$ cat config.mk
export PLATFORM = sky130hd
export DESIGN_NAME = alu_share_ctrl
export DESIGN_NICKNAME = d
export VERILOG_FILES = /design/src/rtl/alu_share_ctrl.sv
export SDC_FILE = /design/constraint.sdc
export NUM_CORES = 1
export LEC_CHECK = 0
export CORE_AREA = 2 2 133 135
export CTS_CLUSTER_DIAMETER = 200
export CTS_CLUSTER_SIZE = 8
export DETAILED_ROUTE_END_ITERATION = 8
export DIE_AREA = 0 0 135 137
export GPL_TIMING_DRIVEN = 0
export PLACE_DENSITY_LB_ADDON = 0.2
export SLEW_MARGIN = 20
export SYNTH_ARGS = -nofsm -noshare
export SYNTH_HDL_FRONTEND = slang
export SYNTH_SLANG_ARGS = --single-unit
export TNS_END_PERCENT = 50
$ cat constraint.sdc
create_clock -name clk -period 3.74 [get_ports clk]
set_clock_uncertainty 0.15 [all_clocks]
set_input_delay 0.748 -clock clk [delete_from_list [all_inputs] [get_ports clk]]
set_output_delay 0.748 -clock clk [all_outputs]
set_load 0.02 [all_outputs]
$ cat src/rtl/alu_share_ctrl.sv
// alu_share_ctrl
//   Arbitrates two requesters onto one external, combinational ALU and returns
//   the result on a single response channel. Each request is accepted in
//   IDLE, its operands are latched and driven to the ALU during EXEC and RESP,
//   the ALU result is captured in EXEC, and it is presented in RESP until the
//   consumer takes it. This block does no arithmetic of its own.
//
//   Optional feature macro: ALU_SHARE_RR_EN
//     defined   -> round-robin arbitration between req0 and req1
//     undefined -> fixed priority, req0 always wins when valid
//
// Ports
//   clk, rst                 clock, asynchronous active-high reset
//   reqN_valid / reqN_ready  request handshake for requester N (N = 0, 1)
//   reqN_rs1, reqN_op2       operand A / operand B
//   reqN_aluop               ALU opcode
//   alu_rs1, alu_rs2         operands driven to the shared ALU
//   alu_immi, alu_imms       immediate operands to the ALU (always 0 here)
//   alu_aluop, alu_irmux     opcode and operand select to the ALU
//   alu_result, alu_bt       combinational ALU outputs
//   rsp_valid / rsp_ready    response handshake
//   rsp_id                   id of the requester that issued the operation
//   rsp_result, rsp_bt       captured ALU result / branch-taken flag
//   busy                     high whenever the controller is not IDLE
module alu_share_ctrl #(
  parameter int XLEN = 32
) (
  input  logic            clk,
  input  logic            rst,

  input  logic            req0_valid,
  output logic            req0_ready,
  input  logic [XLEN-1:0] req0_rs1,
  input  logic [XLEN-1:0] req0_op2,
  input  logic [3:0]      req0_aluop,

  input  logic            req1_valid,
  output logic            req1_ready,
  input  logic [XLEN-1:0] req1_rs1,
  input  logic [XLEN-1:0] req1_op2,
  input  logic [3:0]      req1_aluop,

  output logic [XLEN-1:0] alu_rs1,
  output logic [XLEN-1:0] alu_rs2,
  output logic [XLEN-1:0] alu_immi,
  output logic [XLEN-1:0] alu_imms,
  output logic [3:0]      alu_aluop,
  output logic [1:0]      alu_irmux,
  input  logic [XLEN-1:0] alu_result,
  input  logic            alu_bt,

  output logic            rsp_valid,
  input  logic            rsp_ready,
  output logic            rsp_id,
  output logic [XLEN-1:0] rsp_result,
  output logic            rsp_bt,

  output logic            busy
);

`ifdef ALU_SHARE_RR_EN
  localparam bit RR_EN = 1'b1;
`else
  localparam bit RR_EN = 1'b0;
`endif

  localparam logic [3:0] ALU_NOP = 4'b1111;

  typedef enum logic [1:0] {
    IDLE = 2'd0,
    EXEC = 2'd1,
    RESP = 2'd2
  } state_t;

  state_t            state, state_nxt;
  logic [XLEN-1:0]   rs1_q, op2_q;
  logic [3:0]        aluop_q;
  logic              last_grant;

  logic              pick1;
  logic              xfer;
  logic              win_id;
  logic [XLEN-1:0]   win_rs1, win_op2;
  logic [3:0]        win_aluop;

  // Requester 1 wins if it is the only one valid, or, in round-robin mode, if
  // both are valid and requester 0 was granted last. With RR_EN = 0 the
  // last_grant term drops out, leaving fixed priority for requester 0.
  assign pick1 = req1_valid & (~req0_valid | (RR_EN & ~last_grant));

  assign win_id    = pick1;
  assign win_rs1   = pick1 ? req1_rs1   : req0_rs1;
  assign win_op2   = pick1 ? req1_op2   : req0_op2;
  assign win_aluop = pick1 ? req1_aluop : req0_aluop;

  always_comb begin
    state_nxt  = state;
    req0_ready = 1'b0;
    req1_ready = 1'b0;
    xfer       = 1'b0;
    rsp_valid  = 1'b0;
    unique case (state)
      IDLE: begin
        req0_ready = req0_valid & ~pick1;
        req1_ready = pick1;
        xfer       = req0_valid | req1_valid;
        if (xfer) state_nxt = EXEC;
      end
      EXEC: state_nxt = RESP;
      RESP: begin
        rsp_valid = 1'b1;
        if (rsp_ready) state_nxt = IDLE;
      end
      default: state_nxt = IDLE;
    endcase
  end

  always_comb begin
    alu_rs1   = '0;
    alu_rs2   = '0;
    alu_immi  = '0;
    alu_imms  = '0;
    alu_irmux = 2'b00;
    alu_aluop = ALU_NOP;
    if (state != IDLE) begin
      alu_rs1   = rs1_q;
      alu_rs2   = op2_q;
      alu_aluop = aluop_q;
    end
  end

  assign busy = (state != IDLE);

  always_ff @(posedge clk or posedge rst) begin
    if (rst) begin
      state      <= IDLE;
      rs1_q      <= '0;
      op2_q      <= '0;
      aluop_q    <= ALU_NOP;
      rsp_id     <= 1'b0;
      last_grant <= 1'b1;
      rsp_result <= '0;
      rsp_bt     <= 1'b0;
    end else begin
      state <= state_nxt;
      if (xfer) begin
        rs1_q      <= win_rs1;
        op2_q      <= win_op2;
        aluop_q    <= win_aluop;
        rsp_id     <= win_id;
        last_grant <= win_id;
      end
      if (state == EXEC) begin
        rsp_result <= alu_result;
        rsp_bt     <= alu_bt;
      end
    end
  end

endmodule
==> Word level (Yosys, flattened, before mapping) <==
Cells that the tools add are included.
{ "word_totals": {"ff_bits": 104, "input_bits": 174} }
{ "op_classes": {"n_eq_ne": 4, "n_mux": 13, "bitwise_logic": 5, "reduce_logical": 3} }
{ "op_table": {"columns": ["operator", "count"], "rows": [
  ["32-bit 2-to-1 mux", 4],
  ["4-bit 2-to-1 mux", 2],
  ["2-bit case mux with 3 select lines", 1],
  ["1-bit 2-to-1 mux", 4],
  ["2-bit 2-to-1 mux", 2],
  ["2-bit inequality test, second input constant", 2],
  ["1-bit bitwise AND", 2],
  ["2-bit by 1-bit == test with 1-bit output, second input constant", 1],
  ["2-bit == test, second input constant", 1],
  ["2-bit logical NOT", 1],
  ["1-bit NOT", 2],
  ["2-bit AND reduction", 1],
  ["2-bit nonzero test", 1],
  ["1-bit bitwise OR", 1]
]} }

==> Depth between registers and ports, before layout <==
{ "depth": {"word_depth": 5, "depth_mapped": 6, "mapped_depth_nobuf": 4} }

==> Worst setup path before layout <==
No wires, ideal clock.
{ "synth_path": {"kind": "input to output", "from": "input port req0_valid", "to": "output port req1_ready", "arrival_time_ns": 1.566, "required_time_ns": 2.842, "slack_ns": 1.276, "stages": 5, "path_cell_list": "nand2b_1 > buf_6 > buf_6 > buf_6 > nor2_1"} }
{ "synth_via": {"elab_chain_cells": 3} }
{ "synth_lines": {"columns": ["item", "line", "rtl"], "rows": [
  ["from (decl)", "31", "input logic req0_valid,"],
  ["1-bit NOT", "89", "assign pick1 = req1_valid & (~req0_valid | (RR_EN & ~last_grant));"],
  ["1-bit bitwise AND", "89", null],
  ["1-bit 2-to-1 mux", "102", "unique case (state)"],
  ["to (decl)", "38", "output logic req1_ready,"]
]} }
No other way between the ends.

==> Worst setup path in the final report <==
Ends and elaborated chain as after synthesis.

==> summary.md <==
| Metric | Value |
|---|---|
| Result of the run | `complete, no violations` |
| Worst setup slack after layout | `0.304 ns` |
| Global placement routability congestion | `0.748` |
| Post-route antenna net violation count | `0` |
| DPL Wire Length | `13.3 mm` |
| Total grt overflow | `0` |
| Number of vias per cell after detailed routing | `4.27` |
| Combinational family with the most area after synthesis | `multiplexers` |
| Critical path required time | `2.84 ns` |
| Vias | `4415` |
| CP arrival | `2.54 ns` |
| Die boundary width | `135 µm` |
| Achievable clock frequency | `0.291 GHz` |
| Layout area overhead | `63.7%` |
| Fraction of the mapped netlist area in adder cells | `0` |
| Diode insertion count for antenna repair | `0` |
| Synthesized-area fraction occupied by and/or/nand/nor cells | `0.0825` |
| Layout cell share with drive strength beyond 1 | `0.341` |
| Global-route wire length before repair | `24.4 mm` |
| Setup repair after global routing missed its margin | `false` |
| Max-capacitance violation count | `0` |
| Sequential cell area fraction in the yosys report | `0.456` |
| Commonest non-fill, non-tap cells in the layout | `279 x sky130_fd_sc_hd__clkdlybuf4s50_1, 151 x sky130_fd_sc_hd__mux2_2, 100 x sky130_fd_sc_hd__dfrtp_1` |
| Number of buffers added on ports | `279` |
| Worst setup slack before clock tree synthesis | `0.294 ns` |
| Static leakage | `4.07 nW` |
| Mean routed wirelength per cell | `15.8 µm` |
| Count of pins over their slew limit | `0` |
| Via count of the first global-routing pass | `4574` |
| Number of hold violations in the final report | `0` |
| Endpoint type of the worst setup path | `primary output` |
| Number of storage elements in the synthesis netlist | `104` |
| Floorplan die height | `137 µm` |
| Initial antenna violation count | `0` |
| Startpoint kind of the worst setup timing path | `primary input` |
| Overall global routing resource usage | `0.174` |
| # rows | `48` |
| # hold bufs at CTS | `0` |
| Most common cell after layout, fill and taps aside | `sky130_fd_sc_hd__clkdlybuf4s50_1` |
| Maximum clock insertion buffer count | `2` |
| Pin count of the biggest net entering global routing | `72` |
| Portion of the clock cycle consumed by the worst path in the final layout | `0.919` |
| Post-CTS repair timing setup buffer count | `0` |
| Synthesized netlist cell count | `448` |
| Final TNS setup | `0 ns` |
| IR drop worst, VDD | `479 µV` |
| Total of warnings raised by yosys | `0` |
| I/O pin cnt | `346` |
| Shortest clock period the worst path allows after layout | `3.44 ns` |
| Crit path max fanout | `10` |
| Total clock sinks | `104` |
| Wire length reported by the detailed router | `16.3 mm` |
| Power density relative to cell area | `766 mW/mm²` |
| Clock transition time at the flip-flop clock pins of the worst setup and hold paths | `0.06 ns` |
| Area share of xor/xnor cells in the synthesized design | `0` |
| Type of the worst setup path | `in -> out` |
| Count of cells resized by post-cts repair | `0` |
| CTS root buf | `sky130_fd_sc_hd__clkbuf_16` |
| Final core utilization | `0.549` |
| Distinct cell type count of the synthesized netlist | `17` |
| Remaining DRCs | `0` |
| Placeable Area | `0.0171 mm²` |
| Avg Synthesized Cell Area | `12.8 µm²` |
| First drt pass iteration count | `4` |
| CTS buffer count | `9` |
| Initial Util | `0.335` |
| Final-report setup violation count | `0` |
| Clock latency reported for the late side of the worst-skew pair | `0.34 ns` |
| Complex-gate fraction of the synthesized area | `0.00175` |
| CTS H-tree depth | `3` |
| CTS tree | `built` |
| Path type of the worst min-delay path | `reg -> reg` |
| Drt first-iter violations | `38` |
| Mux cell area share after synthesis | `0.345` |
| Netlist area before placement | `0.00572 mm²` |
| Net count of the finished layout | `978` |
| Die Area | `0.0185 mm²` |
## worst max-delay path, cell delays in order
cell	delay, ns
sky130_fd_sc_hd__clkdlybuf4s50_1	0.44
sky130_fd_sc_hd__nand2b_1	0.17
sky130_fd_sc_hd__buf_6	0.14
sky130_fd_sc_hd__buf_6	0.14
sky130_fd_sc_hd__buf_6	0.17
sky130_fd_sc_hd__nor2_1	0.09
sky130_fd_sc_hd__clkdlybuf4s50_1	0.62
## stage by stage
| stage | area, µm² | std cells | hold slack (ns) | power (W) |
|---|---|---|---|---|
| after floorplan | 5960 | 513 | 0.322 | 0.00440 |
| after global placement | 9040 | 1017 | 0.330 | 0.00624 |
| after detailed placement | 9070 | 1018 | 0.337 | 0.00632 |
| after CTS | 9360 | 1034 | 0.353 | 0.00728 |
| after global routing | 9360 | 1034 | 0.357 | 0.00759 |
| final | 9360 | 1034 | 0.347 | 0.00717 |
## state kept, by name, indices dropped and copies added, names as in the netlist
register	count
aluop_q	4
op2_q	32
rs1_q	32
rsp_bt	1
rsp_id	1
rsp_result	32
state	2
## layer usage
| metal | vias up | GRT usage | routed length (µm) |
|---|---|---|---|
| met5 | - | 0 | 0 |
| met4 | 0 | 0.0637 | 288 |
| met3 | 17 | 0.0663 | 1680 |
| met2 | 204 | 0.322 | 8720 |
| met1 | 2109 | 0.179 | 5610 |
| li1 | 2085 | - | - |
## where the power goes
| group | total, W | internal (W) | switching, W |
|---|---|---|---|
| Clock | 0.000927 | 0.000495 | 0.000432 |
| Sequential | 0.00199 | 0.00173 | 0.000269 |
| Combinational | 0.00425 | 0.00228 | 0.00197 |
| Total | 0.00717 | 0.00450 | 0.00267 |
## path summary, 6_finish.rpt
path | start | to | slack, ns | cells past startpoint
max | req0_valid | req1_ready | 0.30 | 7
min | rs1_q[12] | rs1_q[12] | 0.35 | 1
max reg2reg | state[0] | op2_q[24] | 1.66 | 6
min reg2reg | rs1_q[12] | rs1_q[12] | 0.35 | 1
max in group asynchronous | rst | aluop_q[2] | 2.13 | 3
min in group asynchronous | rst | rsp_result[21] | 0.60 | 2
## cells by family (layout without fill, tap and decap cells)
group | count (synthesis) | after routing
muxes | 169 | 169
and+or+nand+nor | 77 | 77
DFF | 104 | 104
AOI/OAI and AO/OA | 2 | 2
other | 1 | 66
buffers and inverters | 95 | 391
## cell type report
class / instances / area, µm²
clock inverter: 4 / 33.8
multi-input combinational: 314 / 2700
buffer: 92 / 643
sequential: 104 / 2610
fill: 1500 / 7700
timing repair buffer: 280 / 2820
tap: 225 / 282
clock buffer: 12 / 256
inverter: 3 / 16.3
## Yosys cell counts
cell type	count	area share
sky130_fd_sc_hd__conb_1	1	0.00066
sky130_fd_sc_hd__clkbuf_1	8	0.0053
sky130_fd_sc_hd__o21ai_0	1	0.00087
sky130_fd_sc_hd__dfrtp_1	100	0.44
sky130_fd_sc_hd__mux2_4	18	0.047
sky130_fd_sc_hd__nor2_2	1	0.0011
sky130_fd_sc_hd__buf_6	4	0.0079
sky130_fd_sc_hd__and2_1	65	0.071
sky130_fd_sc_hd__buf_2	13	0.011
sky130_fd_sc_hd__nand2b_1	7	0.0077
sky130_fd_sc_hd__a21oi_1	1	0.00087
sky130_fd_sc_hd__nor2_1	4	0.0026
sky130_fd_sc_hd__inv_2	1	0.00066
sky130_fd_sc_hd__inv_1	2	0.0013
sky130_fd_sc_hd__buf_4	67	0.088
sky130_fd_sc_hd__mux2_2	151	0.30
sky130_fd_sc_hd__dfstp_2	4	0.018
Note: power is estimated with default switching activity, not from simulation.
